[src/rtl/dds_ui_pkg.sv]
// Shared definitions for the DDS generator user-interface blocks:
// hex glyph table, blank pattern and the default output polarity.
package dds_ui_pkg;

    // Display outputs default to active-low (common-anode style drivers).
    localparam bit ACT_LOW_DEF = 1'b1;

    // Active-high blank pattern, bit order {g,f,e,d,c,b,a}.
    localparam logic [6:0] SEG_OFF = 7'h00;

    // Active-high hex glyphs 0..F, element 0 first.
    localparam logic [0:15][6:0] SEG_LUT = {
        7'h3F, 7'h06, 7'h5B, 7'h4F, 7'h66, 7'h6D, 7'h7D, 7'h07,
        7'h7F, 7'h6F, 7'h77, 7'h7C, 7'h39, 7'h5E, 7'h79, 7'h71
    };

    // Converts an active-high segment pattern to the pin polarity.
    function automatic logic [6:0] seg_pol(input logic [6:0] seg, input bit act_low);
        return act_low ? ~seg : seg;
    endfunction

endpackage

[src/rtl/seg7_scan_if_if.sv]
// Control-logic <-> display-scanner signal bundle.
// master: control logic side, slave: display scanner side.
interface seg7_scan_if_if #(
    parameter int NUM_DIG = 4
);
    logic                   iLoad;
    logic [4*NUM_DIG-1:0]   iDigits;
    logic [NUM_DIG-1:0]     iDpMask;
    logic                   iLzbEn;
    logic                   iBlinkEn;
    logic [2:0]             iBlinkSel;
    logic [6:0]             oSeg;
    logic                   oDp;
    logic [NUM_DIG-1:0]     oAn;
    logic                   oUpd;

    modport master (
        output iLoad, iDigits, iDpMask, iLzbEn, iBlinkEn, iBlinkSel,
        input  oSeg, oDp, oAn, oUpd
    );

    modport slave (
        input  iLoad, iDigits, iDpMask, iLzbEn, iBlinkEn, iBlinkSel,
        output oSeg, oDp, oAn, oUpd
    );
endinterface

[src/rtl/seg7_decode.sv]
// 4-bit hex code to active-high 7-segment pattern, purely combinational.
module seg7_decode
    import dds_ui_pkg::*;
(
    input  logic [3:0] i_code,
    output logic [6:0] o_seg
);

    assign o_seg = SEG_LUT[i_code];

endmodule

[src/rtl/seg7_scan_if.sv]
// Multiplexed 7-segment display scanner with tear-free word updates,
// leading-zero blanking and single-digit blinking.
module seg7_scan_if
    import dds_ui_pkg::*;
#(
    parameter int NUM_DIG   = 4,
    parameter int SCAN_DIV  = 50000,
    parameter int BLINK_DIV = 64,
    parameter bit ACT_LOW   = ACT_LOW_DEF
) (
    input  logic            Fg_CLK,
    input  logic            RESETn,
    seg7_scan_if_if.slave   bus
);

    localparam int W_SCAN = $clog2(SCAN_DIV);
    localparam int W_IDX  = $clog2(NUM_DIG);
    // BLINK_DIV=1 still needs a 1-bit counter that wraps every frame.
    localparam int W_FRM  = (BLINK_DIV > 1) ? $clog2(BLINK_DIV) : 1;

    localparam logic [W_SCAN-1:0] SCAN_LAST = W_SCAN'(SCAN_DIV - 1);
    localparam logic [W_IDX-1:0]  IDX_LAST  = W_IDX'(NUM_DIG - 1);
    localparam logic [W_FRM-1:0]  FRM_LAST  = W_FRM'(BLINK_DIV - 1);
    localparam logic [NUM_DIG-1:0] AN_POL   = {NUM_DIG{ACT_LOW}};

    logic [W_SCAN-1:0]      r_scan;
    logic [W_IDX-1:0]       r_idx;
    logic [W_FRM-1:0]       r_frm;
    logic                   r_blink_on;
    logic                   r_pend;
    logic [4*NUM_DIG-1:0]   r_pend_dig;
    logic [NUM_DIG-1:0]     r_pend_dp;
    logic [4*NUM_DIG-1:0]   r_disp_dig;
    logic [NUM_DIG-1:0]     r_disp_dp;
    logic [6:0]             r_seg;
    logic                   r_dp;
    logic [NUM_DIG-1:0]     r_an;

    logic                   w_slot_end;
    logic                   w_fb;
    logic                   w_upd;
    logic                   w_zero_run;
    logic [NUM_DIG-1:0]     w_lzb_vec;
    logic [3:0]             w_code;
    logic                   w_dp_bit;
    logic                   w_lzb_hit;
    logic [NUM_DIG-1:0]     w_an_hot;
    logic                   w_blink_hit;
    logic                   w_blank;
    logic [6:0]             w_seg_dec;

    assign w_slot_end = (r_scan == SCAN_LAST);
    assign w_fb       = w_slot_end && (r_idx == IDX_LAST);
    assign w_upd      = w_fb && (r_pend || bus.iLoad);

    // Slot timer and digit index; index wrap to 0 marks the frame boundary.
    always_ff @(posedge Fg_CLK or negedge RESETn) begin
        if (!RESETn) begin
            r_scan <= '0;
            r_idx  <= '0;
        end else if (w_slot_end) begin
            r_scan <= '0;
            r_idx  <= (r_idx == IDX_LAST) ? '0 : r_idx + W_IDX'(1);
        end else begin
            r_scan <= r_scan + W_SCAN'(1);
        end
    end

    // Frame counter toggles the blink phase every BLINK_DIV frames.
    always_ff @(posedge Fg_CLK or negedge RESETn) begin
        if (!RESETn) begin
            r_frm      <= '0;
            r_blink_on <= 1'b1;
        end else if (w_fb) begin
            if (r_frm == FRM_LAST) begin
                r_frm      <= '0;
                r_blink_on <= ~r_blink_on;
            end else begin
                r_frm <= r_frm + W_FRM'(1);
            end
        end
    end

    // Loads land in the pending word; display only changes at a frame boundary,
    // and a load coinciding with the boundary bypasses straight to the display.
    always_ff @(posedge Fg_CLK or negedge RESETn) begin
        if (!RESETn) begin
            r_pend     <= 1'b0;
            r_pend_dig <= '0;
            r_pend_dp  <= '0;
            r_disp_dig <= '0;
            r_disp_dp  <= '0;
        end else if (w_fb) begin
            r_pend <= 1'b0;
            if (bus.iLoad) begin
                r_disp_dig <= bus.iDigits;
                r_disp_dp  <= bus.iDpMask;
            end else if (r_pend) begin
                r_disp_dig <= r_pend_dig;
                r_disp_dp  <= r_pend_dp;
            end
        end else if (bus.iLoad) begin
            r_pend     <= 1'b1;
            r_pend_dig <= bus.iDigits;
            r_pend_dp  <= bus.iDpMask;
        end
    end

    // Digit k is blankable when it and every digit above it are zero with no dp.
    always_comb begin
        w_zero_run = 1'b1;
        w_lzb_vec  = '0;
        for (int k = NUM_DIG - 1; k >= 0; k--) begin
            w_zero_run   = w_zero_run && (r_disp_dig[4*k +: 4] == 4'h0) && !r_disp_dp[k];
            w_lzb_vec[k] = w_zero_run && (k != 0);
        end
    end

    // Select the current digit's code, dp and blanking flag; build the one-hot enable.
    always_comb begin
        w_code    = 4'h0;
        w_dp_bit  = 1'b0;
        w_lzb_hit = 1'b0;
        w_an_hot  = '0;
        for (int k = 0; k < NUM_DIG; k++) begin
            if (r_idx == W_IDX'(k)) begin
                w_code      = r_disp_dig[4*k +: 4];
                w_dp_bit    = r_disp_dp[k];
                w_lzb_hit   = w_lzb_vec[k];
                w_an_hot[k] = 1'b1;
            end
        end
    end

    assign w_blink_hit = bus.iBlinkEn && !r_blink_on && (3'(r_idx) == bus.iBlinkSel);
    assign w_blank     = (bus.iLzbEn && w_lzb_hit) || w_blink_hit;

    seg7_decode u_decode (
        .i_code (w_code),
        .o_seg  (w_seg_dec)
    );

    // Output stage: masked glyph, dp and anode enables (dark in slot's first cycle).
    always_ff @(posedge Fg_CLK or negedge RESETn) begin
        if (!RESETn) begin
            r_seg <= seg_pol(SEG_OFF, ACT_LOW);
            r_dp  <= ACT_LOW;
            r_an  <= AN_POL;
        end else begin
            r_seg <= seg_pol(w_blank ? SEG_OFF : w_seg_dec, ACT_LOW);
            r_dp  <= (w_dp_bit && !w_blank) ^ ACT_LOW;
            r_an  <= ((r_scan == '0) ? '0 : w_an_hot) ^ AN_POL;
        end
    end

    assign bus.oSeg = r_seg;
    assign bus.oDp  = r_dp;
    assign bus.oAn  = r_an;
    assign bus.oUpd = w_upd;

endmodule
[src/flat_wrapper.sv]
// flat-port wrapper written by rule: the top's interface ports become plain ports
module seg7_scan_if_flat import dds_ui_pkg::*;
#(
    parameter int NUM_DIG   = 4,
    parameter int SCAN_DIV  = 50000,
    parameter int BLINK_DIV = 64,
    parameter bit ACT_LOW   = ACT_LOW_DEF
)
  (Fg_CLK, RESETn, bus_iLoad, bus_iDigits, bus_iDpMask, bus_iLzbEn, bus_iBlinkEn, bus_iBlinkSel, bus_oSeg, bus_oDp, bus_oAn, bus_oUpd);
  seg7_scan_if_if #(.NUM_DIG(NUM_DIG)) bus_i ();
  input  logic Fg_CLK;
  input  logic RESETn;
  input wire logic [$bits(bus_i.iLoad)-1:0] bus_iLoad;
  input wire logic [$bits(bus_i.iDigits)-1:0] bus_iDigits;
  input wire logic [$bits(bus_i.iDpMask)-1:0] bus_iDpMask;
  input wire logic [$bits(bus_i.iLzbEn)-1:0] bus_iLzbEn;
  input wire logic [$bits(bus_i.iBlinkEn)-1:0] bus_iBlinkEn;
  input wire logic [$bits(bus_i.iBlinkSel)-1:0] bus_iBlinkSel;
  output wire logic [$bits(bus_i.oSeg)-1:0] bus_oSeg;
  output wire logic [$bits(bus_i.oDp)-1:0] bus_oDp;
  output wire logic [$bits(bus_i.oAn)-1:0] bus_oAn;
  output wire logic [$bits(bus_i.oUpd)-1:0] bus_oUpd;
  assign bus_i.iLoad = bus_iLoad;
  assign bus_i.iDigits = bus_iDigits;
  assign bus_i.iDpMask = bus_iDpMask;
  assign bus_i.iLzbEn = bus_iLzbEn;
  assign bus_i.iBlinkEn = bus_iBlinkEn;
  assign bus_i.iBlinkSel = bus_iBlinkSel;
  assign bus_oSeg = bus_i.oSeg;
  assign bus_oDp = bus_i.oDp;
  assign bus_oAn = bus_i.oAn;
  assign bus_oUpd = bus_i.oUpd;
  seg7_scan_if #(.NUM_DIG(NUM_DIG), .SCAN_DIV(SCAN_DIV), .BLINK_DIV(BLINK_DIV), .ACT_LOW(ACT_LOW)) u_core (.Fg_CLK(Fg_CLK), .RESETn(RESETn), .bus(bus_i));
endmodule
[config.mk]
export PLATFORM = sky130hd
export DESIGN_NAME = seg7_scan_if_flat
export DESIGN_NICKNAME = d
export VERILOG_FILES = /design/src/rtl/dds_ui_pkg.sv /design/src/rtl/seg7_scan_if_if.sv /design/src/rtl/seg7_decode.sv /design/src/rtl/seg7_scan_if.sv /design/src/flat_wrapper.sv
export SDC_FILE = /design/constraint.sdc
export NUM_CORES = 1
export LEC_CHECK = 0
export BUFFER_PORTS_ARGS = -buffer_cell sky130_fd_sc_hd__clkbuf_2
export CAP_MARGIN = 20
export CORE_MARGIN = 3
export CORE_UTILIZATION = 38
export CTS_BUF_LIST = sky130_fd_sc_hd__clkbuf_16
export CTS_CLUSTER_SIZE = 25
export DETAILED_ROUTE_END_ITERATION = 16
export GPL_TIMING_DRIVEN = 1
export PLACE_DENSITY_LB_ADDON = 0.25
export RECOVER_POWER = 25
export SLEW_MARGIN = 25
export SYNTH_ARGS = -nofsm -noshare
export SYNTH_HDL_FRONTEND = slang
export SYNTH_SLANG_ARGS = --single-unit
[constraint.sdc]
create_clock -name Fg_CLK -period 5.95 [get_ports Fg_CLK]
set_clock_uncertainty 0.2 [all_clocks]
set_input_delay 1.4875 -clock Fg_CLK [delete_from_list [all_inputs] [get_ports Fg_CLK]]
set_output_delay 1.4875 -clock Fg_CLK [all_outputs]
set_load 0.01 [all_outputs]
==> results of run 1 <==
## routing by layer
metal / track usage (%) / share of wire (%) / vias to the layer above
li1: - / - / 1316
met1: 19.1 / 48 / 1233
met2: 22.1 / 48 / 33
met3: 3.46 / 3.0 / 4
met4: 4.75 / 0.51 / 0
met5: 0 / 0 / -
## cell type report
type                       instances  area (µm²)  share of cell area (%)
clock buffer                       9         225                    5.00
clock inverter                     7         131                    2.92
sequential                        78        1970                    43.7
inverter                          11        41.3                   0.917
multi-input combinational        247        1740                    38.7
tap                              133         166                    3.70
timing repair buffer              43         229                    5.09
## worst max-delay path: stages
cell and delay [ps]:
clkbuf_2 80, buf_4 320, nor2_1 140, nor2_1 120
clkbuf_2 140
## worst paths after layout
path | from | endpoint | slack, ps | cells past startpoint
worst min-delay path | u_core.r_pend_dig[14] | u_core.r_pend_dig[14] | 300 | 1
worst max-delay path | bus_iLoad | bus_oUpd | 1980 | 5
worst min register to register | u_core.r_pend_dig[14] | u_core.r_pend_dig[14] | 300 | 1
max in group asynchronous | RESETn | u_core.r_pend_dig[13] | 4080 | 1
min in group asynchronous | RESETn | u_core.r_scan[5] | 980 | 1
worst max register to register | u_core.r_idx[0] | u_core.bus.oSeg[5] | 2820 | 9
## sequential cells by signal, summed over array words and instances, names as in the netlist
| signal | flops |
|---|---|
| u_core.bus.oSeg | 7 |
| u_core.r_pend_dig | 16 |
| u_core.r_pend | 1 |
| u_core.r_pend_dp | 4 |
| u_core.r_disp_dig | 16 |
| u_core.bus.oDp | 1 |
| u_core.r_blink_on | 1 |
| u_core.r_disp_dp | 4 |
| u_core.r_idx | 2 |
| u_core.r_scan | 16 |
| u_core.bus.oAn | 4 |
| u_core.r_frm | 6 |
## cell families (layout without fill, tap and decap cells)
family | Yosys count | after routing | share of synthesized area [%]
AOI/OAI and AO/OA | 53 | 53 | 8.45
xor gates and xnor gates | 20 | 20 | 4.57
adders and majority gates | 13 | 13 | 4.24
buffers and inverters | 28 | 70 | 3.33
DFF | 78 | 78 | 51.3
muxes | 45 | 45 | 12.5
and+or+nand+nor | 116 | 116 | 15.7
## power by group
part / switching (mW) / internal [mW]
logic: 0.0299 / 0.0286
registers: 0.00604 / 0.546
clock network: 0.205 / 0.448
## placed cells by master (no fill, tap or decap), drive strengths merged, types with 5 or more instances in the layout
master  count
nor2b       6
mux2       22
a21oi      27
xor2       13
xnor2       7
nor4        5
ha         13
mux2i      23
clkbuf     48
nand3      13
nor2       38
inv        13
dfstp      13
o21ai       8
nand2      22
dfrtp      65
==> results.cfg, run 1 <==
[status]
status = completed

[die]
fp.dieW_um = 106
ios = 41
core_um2 = 9770
rows = 36
dieArea_um2 = 11300
start_util_pct = 39.2
die_height_um = 106

[global_routing]
antenna_found_initial = 0
grt_pass1_wl_mm = 12.7
grt_usage_pct = 14.1
overflow = 0
grt_pass1_vias = 2540
grt_max_degree = 79

[layout]
drive_gt1_share_pct = 25.3
nets = 431
finalNonFillerCells = 528
fillers = 937
fin_area_um2 = 4500
n_antenna_cell = 0
post-route-util_pct = 46.1
area_growth_pct = 17.4

[synthesis]
yosys_warnings = 0
synth-main-ff-cell = dfrtp_1
synth-seq-area-share_pct = 51.3
synth.top_cell.area_share_pct = 42.4
synth_top_cell_by_area = dfrtp_1
synth_area_um2 = 3840
synth_cell_types = 47
synth.area.top_cells = dfrtp_1 42%, dfstp_2 8.9%, mux2_2 6.5%
synth-seq-cells = 78
synth_edf_count = 0
syn_nets = 394
async_flop_share_pct = 100
yosysMostFrequentCell = dfrtp_1
avgSynthCellArea_um2 = 10.9
syn_inst = 353
synth_top_cells_by_count = 65 x dfrtp_1, 38 x nor2_1, 27 x a21oi_1

[route]
drtAntennaViolNets = 0
drc = 0
via_per_inst = 4.90
drt-total-wl_mm = 7.29
first_pass_iters = 4
dr.first_iter.drc_count = 70
wl_per_cell_um = 13.8
via_count = 2586

[critical_path]
cp_max_fo = 22
crit_type = input port to output port
start_kind = input port
critPathArrivalTime_ps = 2280
cp.required_ps = 4260
worst_setup_path_end_kind = output port

[place]
hpwl_mm = 5.07
pre_cts_ws_ps = 1950
port_buffers = 40
dp_cells = 512
place_area_um2 = 4140
gp_congestion = 0.770

[clock_tree]
cts_resized = 0
clockRootBuffer = clkbuf_16
clock_latency_ps = 330
post_cts_buffers = 0
hold_buffers = 0
tritoncts = done
htree_levels = 3
clock_sinks = 78
clockBufferDepth = 2
cts_buffers = 9
clk_pin_slew_ps = 50

[timing]
setup_viol = 0
tightest_slew_ps = 888
layout_setup_ws_ps = 1980
min_period_ps = 3970
setup_tns_ps = 0
relSlewSlack_pct = 40.7
rsz0062_at_grt = false
fin_crit_sh_pct = 66.7
hold_viol_final = 0
slew_violations = 0
hold_ws_ps = 303
max_freq_mhz = 252

[pwr]
powerDensity_nw_per_um2 = 281
ir_drop_uv = 150
power_mw = 1.26
p_leak_nw = 2.13

[run]
drv_cap = 0

[hold_path]
min_path_type = register to register
Power figures use the tool's default switching activity.
==> run 2: changes to the inputs <==
==> constraint.sdc (replaced) <==
create_clock -name Fg_CLK -period 3.8 [get_ports Fg_CLK]
set_clock_uncertainty 0.2 [all_clocks]
set_input_delay 0.95 -clock Fg_CLK [delete_from_list [all_inputs] [get_ports Fg_CLK]]
set_output_delay 0.95 -clock Fg_CLK [all_outputs]
set_load 0.01 [all_outputs]
==> run 2 against run 1 <==
Compared with the run above:
- global-route usage grew 0.43 points
- die area stayed put
- largest power group is now registers
- utilization down 0.99 points
- register-to-register slack got worse by 2000 ps
- the run now ends with capacitance limit, slew limit left
- power grew 35%
- combinational power rose by 59%
- critical endpoint unchanged
- highest routed layer unchanged
- non-clock buffer count is 1 higher
==> results.cfg, run 2 (same netlist as run 1, synthesis figures left out) <==
[clock_tree]
clock_sinks = 78
cts_buffers = 9
clockRootBuffer = clkbuf_16
cts_resized = 0
clk_pin_slew_ps = 60
clock_latency_ps = 330
tritoncts = done
post_cts_buffers = 0
clockBufferDepth = 2
htree_levels = 3
hold_buffers = 0

[layout]
nets = 432
drive_gt1_share_pct = 25.3
n_antenna_cell = 0
final_cell_mix = 65 x dfrtp_1, 40 x clkbuf_2, 38 x nor2_1
area_growth_pct = 14.8
layout_commonest_cell = dfrtp_1
top_regs = u_core.r_disp_dig (16), u_core.r_pend_dig (16), u_core.r_scan (16)
fillers = 965

[route]
wl_per_cell_um = 14.3
drt-total-wl_mm = 7.55
first_pass_iters = 4
dr.first_iter.drc_count = 118
via_count = 2639
drc = 0
drtAntennaViolNets = 0
via_per_inst = 4.99

[status]
violations = capacitance limit, slew limit
status = finished with violations

[die]
fp.dieW_um = 106
die_height_um = 106
rows = 36
dieArea_um2 = 11300
start_util_pct = 39.2
ios = 41
core_um2 = 9770

[global_routing]
overflow = 0
grt_pass1_wl_mm = 13.1
grt_max_degree = 79
grt_usage_pct = 14.5
antenna_found_initial = 0
grt_pass1_vias = 2691

[place]
port_buffers = 40
gp_congestion = 0.823
hpwl_mm = 5.12

[critical_path]
rr_startpoint = u_core.r_idx[0]
cp_max_fo = 6
cp_cell_sequence = or4_4 -> nor4_4 -> nand3_2 -> nor2_1 -> clkbuf_2
start_kind = register
cp_slowest_stage_delay_ps = 560
crit_path_start = u_core.r_scan[12]
rr_worst_depth = 9
rrSetupSlack_ps = 790
r2r-end = u_core.bus.oSeg[5]
crit_path_end = bus_oUpd
critPathArrivalTime_ps = 2070
cp.required_ps = 2650
crit_path_top_delay_cell = or4_4
crit_type = register to output port
worst_setup_path_end_kind = output port

[pwr]
combPwrFrac_pct = 5.5
clkPwrFrac_pct = 43.8
power_mw = 1.71
powerDensity_nw_per_um2 = 387
internal_power_mw = 1.33
switchingPower_mw = 0.375
p_leak_nw = 2.09
ir_drop_uv = 232
p_sw_share_pct = 22.0
seq_power_share_pct = 50.7

[timing]
rsz0062_at_grt = false
slew_violations = 79
setup_viol = 0
hold_viol_final = 0
setup_tns_ps = 0
tightest_slew_ps = 1950
max_freq_mhz = 310
fin_crit_sh_pct = 84.8
relSlewSlack_pct = -29.7
hold_ws_ps = 299
min_period_ps = 3220

[run]
drv_cap = 1

[hold_path]
min_path_type = register to register
-- run 2: cell count changes in the layout (fill, tap and decap cells not counted), sizes merged --
| cell | previous run | this run |
|---|---|---|
| bufinv | 4 | 0 |
| clkbuf | 48 | 49 |
| clkinv | 1 | 5 |
-- run 2: per-layer routing --
metal | GRT usage (%) | part of all wire, % | up-vias
met5 | 0 | 0 | -
met4 | 4.38 | 0.83 | 0
met3 | 3.52 | 3.0 | 6
met2 | 23.3 | 48 | 37
met1 | 19.4 | 48 | 1288
li1 | - | - | 1308
-- run 2: through the flow --
step,utilization (%),worst slack (ps),instances,area [µm²]
after detailed placement,42.4,838,513,4150
after CTS,45.1,588,529,4410
after floorplan,-,1080,353,3840
after global routing,45.1,486,529,4410
after global placement,42.4,932,513,4150
final,45.1,577,529,4410
-- run 2: area by class of cell --
cell class	instances	area (µm²)	area share, %
Clock inverter	7	33.8	0.767
Sequential cell	78	1970	44.7
Tap cell	133	166	3.78
Timing Repair Buffer	44	230	5.23
Clock buffer	9	225	5.11
Multi-Input combinational cell	247	1740	39.5
Inverter	11	41.3	0.937
-- run 2: critical path, delay by kind of cell, from the launching register on --
| kind | cells | cell delay [ps] |
|---|---|---|
| buffers and inverters | 1 | 150 |
| DFF | 1 | 420 |
| and+or+nand+nor | 4 | 1180 |
-- run 2: worst min path at each step --
stage,startpoint,to,slack [ps],cells after the start
3_5_place_dp,u_core.r_scan[7],u_core.r_scan[7],290,1
6_report,u_core.r_frm[4],u_core.r_frm[4],300,1
4_1_cts,u_core.r_scan[7],u_core.r_scan[7],300,1
2_1_floorplan,u_core.r_scan[7],u_core.r_scan[7],270,1
5_1_grt,u_core.r_pend_dig[3],u_core.r_pend_dig[3],310,1
3_3_place_gp,u_core.r_scan[7],u_core.r_scan[7],280,1
-- run 2: power by group through the flow --
stage,clock (mW),combinational (mW),sequential (mW)
after global placement,0,0.0950,0.879
after global routing,0.810,0.105,0.868
after floorplan,0,0.0507,0.878
after detailed placement,0,0.0963,0.880
final,0.748,0.0930,0.866
after CTS,0.770,0.0966,0.865
==> run 3: changes to the inputs <==
==> constraint.sdc (replaced) <==
create_clock -name Fg_CLK -period 2.65 [get_ports Fg_CLK]
set_clock_uncertainty 0.2 [all_clocks]
set_input_delay 0.6625 -clock Fg_CLK [delete_from_list [all_inputs] [get_ports Fg_CLK]]
set_output_delay 0.6625 -clock Fg_CLK [all_outputs]
set_load 0.01 [all_outputs]
==> run 3 against run 2 <==
Compared with the run above:
- the run ends with capacitance limit, slew limit, setup timing left
- cell area is 2.3% higher
- register-to-register slack worse by 610 ps
- setup slack got worse by 620 ps
- utilization rose by 1.0 points
- sequential share of layout area is 0.98 points lower
- largest power group unchanged
==> results.cfg, run 3 (same netlist as run 1, synthesis figures left out) <==
[status]
status = finished with violations
violations = capacitance limit, slew limit, setup timing

[route]
via_per_inst = 4.92
drt-total-wl_mm = 7.58
first_pass_iters = 4
drc = 0
dr.first_iter.drc_count = 84
wl_per_cell_um = 14.2
drtAntennaViolNets = 0
via_count = 2631

[global_routing]
overflow = 0
grt_pass1_vias = 2683
grt_pass1_wl_mm = 13.2
grt_max_degree = 52
antenna_found_initial = 0
grt_usage_pct = 14.8

[timing]
slew_violations = 28
fin_crit_sh_pct = 102
layout_setup_ws_ps = -42.8
rsz0062_at_grt = true
hold_ws_ps = 301
min_period_ps = 2690
relSlewSlack_pct = -3.66
tightest_slew_ps = 1550
max_freq_mhz = 371
hold_viol_final = 0
setup_viol = 1
setup_tns_ps = -42.8

[die]
die_height_um = 106
dieArea_um2 = 11300
start_util_pct = 39.2
fp.dieW_um = 106
rows = 36
ios = 41
core_um2 = 9770

[pwr]
internal_power_mw = 1.91
combPwrFrac_pct = 5.7
ir_drop_uv = 271
switchingPower_mw = 0.522
p_sw_share_pct = 21.5
clkPwrFrac_pct = 43.1
seq_power_share_pct = 51.1
powerDensity_nw_per_um2 = 539
p_leak_nw = 2.14

[layout]
nets = 439
finalNonFillerCells = 535
final_cell_mix = 64 x dfrtp_1, 38 x clkbuf_2, 37 x nor2_1
top_regs = u_core.r_disp_dig (16), u_core.r_pend_dig (16), u_core.r_scan (16)
layout_commonest_cell = dfrtp_1
fin_area_um2 = 4510
drive_gt1_share_pct = 27.6
area_growth_pct = 17.5
n_antenna_cell = 0

[place]
gp_congestion = 0.849
pre_cts_ws_ps = 131
place_area_um2 = 4250
dp_cells = 520
port_buffers = 40
hpwl_mm = 5.38

[critical_path]
cp_cell_sequence = or4_4 -> nor4_4 -> nand3_2 -> nor2_2 -> buf_2
crit_buf_inv = 1
critPathArrivalTime_ps = 1830
start_kind = register
worst_setup_path_end_kind = output port
cp.required_ps = 1790
cp_slowest_stage_delay_ps = 560
cp_max_fo = 4
critPathTopFamily = simple AND/OR/NAND/NOR gates
crit_type = register to output port
crit_path_top_delay_cell = or4_4

[clock_tree]
clock_sinks = 78
clk_pin_slew_ps = 50
clockRootBuffer = clkbuf_16
clockBufferDepth = 2
cts_buffers = 9
post_cts_buffers = 0
hold_buffers = 0
clock_latency_ps = 330
htree_levels = 3
tritoncts = done

[hold_path]
min_path_type = register to register

[run]
drv_cap = 1
==> run 3: cell types whose count changed in the layout (fill, tap and decap cells not counted), moves of 2 or more <==
| cell | before | now |
|---|---|---|
| buf_4 | 4 | 8 |
| buf_12 | 0 | 3 |
| a22oi_1 | 2 | 0 |
| a22oi_2 | 0 | 2 |
| clkbuf_2 | 40 | 38 |
==> run 3: power groups by stage <==
stage / combinational [mW] / sequential (mW) / clock, mW
finish: 0.139 / 1.24 / 1.05
global route: 0.158 / 1.25 / 1.15
CTS: 0.145 / 1.24 / 1.09
detailed placement: 0.145 / 1.26 / 0
global placement: 0.142 / 1.26 / 0
floorplan: 0.0727 / 1.26 / 0
==> run 3: final cells by class <==
class	instances	area, µm²
fillers	961	5270
flip-flops and latches	78	1970
multi-input cells	247	1760
repair buffers	51	319
clock buffers	9	225
well taps	133	166
inverters	11	41.3
clock inverters	6	23.8
==> run 3: layer usage <==
metal  vias to the layer above  track usage, %  share of wire (%)
li1                       1327               -                  -
met2                        40            22.7                 47
met1                      1254            20.3                 47
met4                         0            6.30                1.8
met5                         -               0                  0
met3                        10            3.10                3.7
==> run 3: worst paths after layout <==
path,depth (start not counted),startpoint,to,slack [ps]
min,1,u_core.r_pend_dig[7],u_core.r_pend_dig[7],300
max,5,u_core.r_scan[12],bus_oUpd,-40
min in group asynchronous,1,RESETn,u_core.r_scan[4],510
min reg2reg,1,u_core.r_pend_dig[7],u_core.r_pend_dig[7],300
max in group asynchronous,2,RESETn,u_core.bus.oSeg[3],720
max reg2reg,9,u_core.r_idx[0],u_core.bus.oSeg[5],180
==> run 3: per-stage QoR <==
step	total power [mW]	util (%)
floorplan	1.33	-
global placement	1.40	43.5
detailed placement	1.41	43.5
CTS	2.47	46.0
global route	2.55	46.1
finish	2.43	46.1
==> run 3: repair_timing <==
action / CTS / global route
cloned: 0 / 0
resized for setup: 0 / 7
setup endpoints to repair: 1 / 7
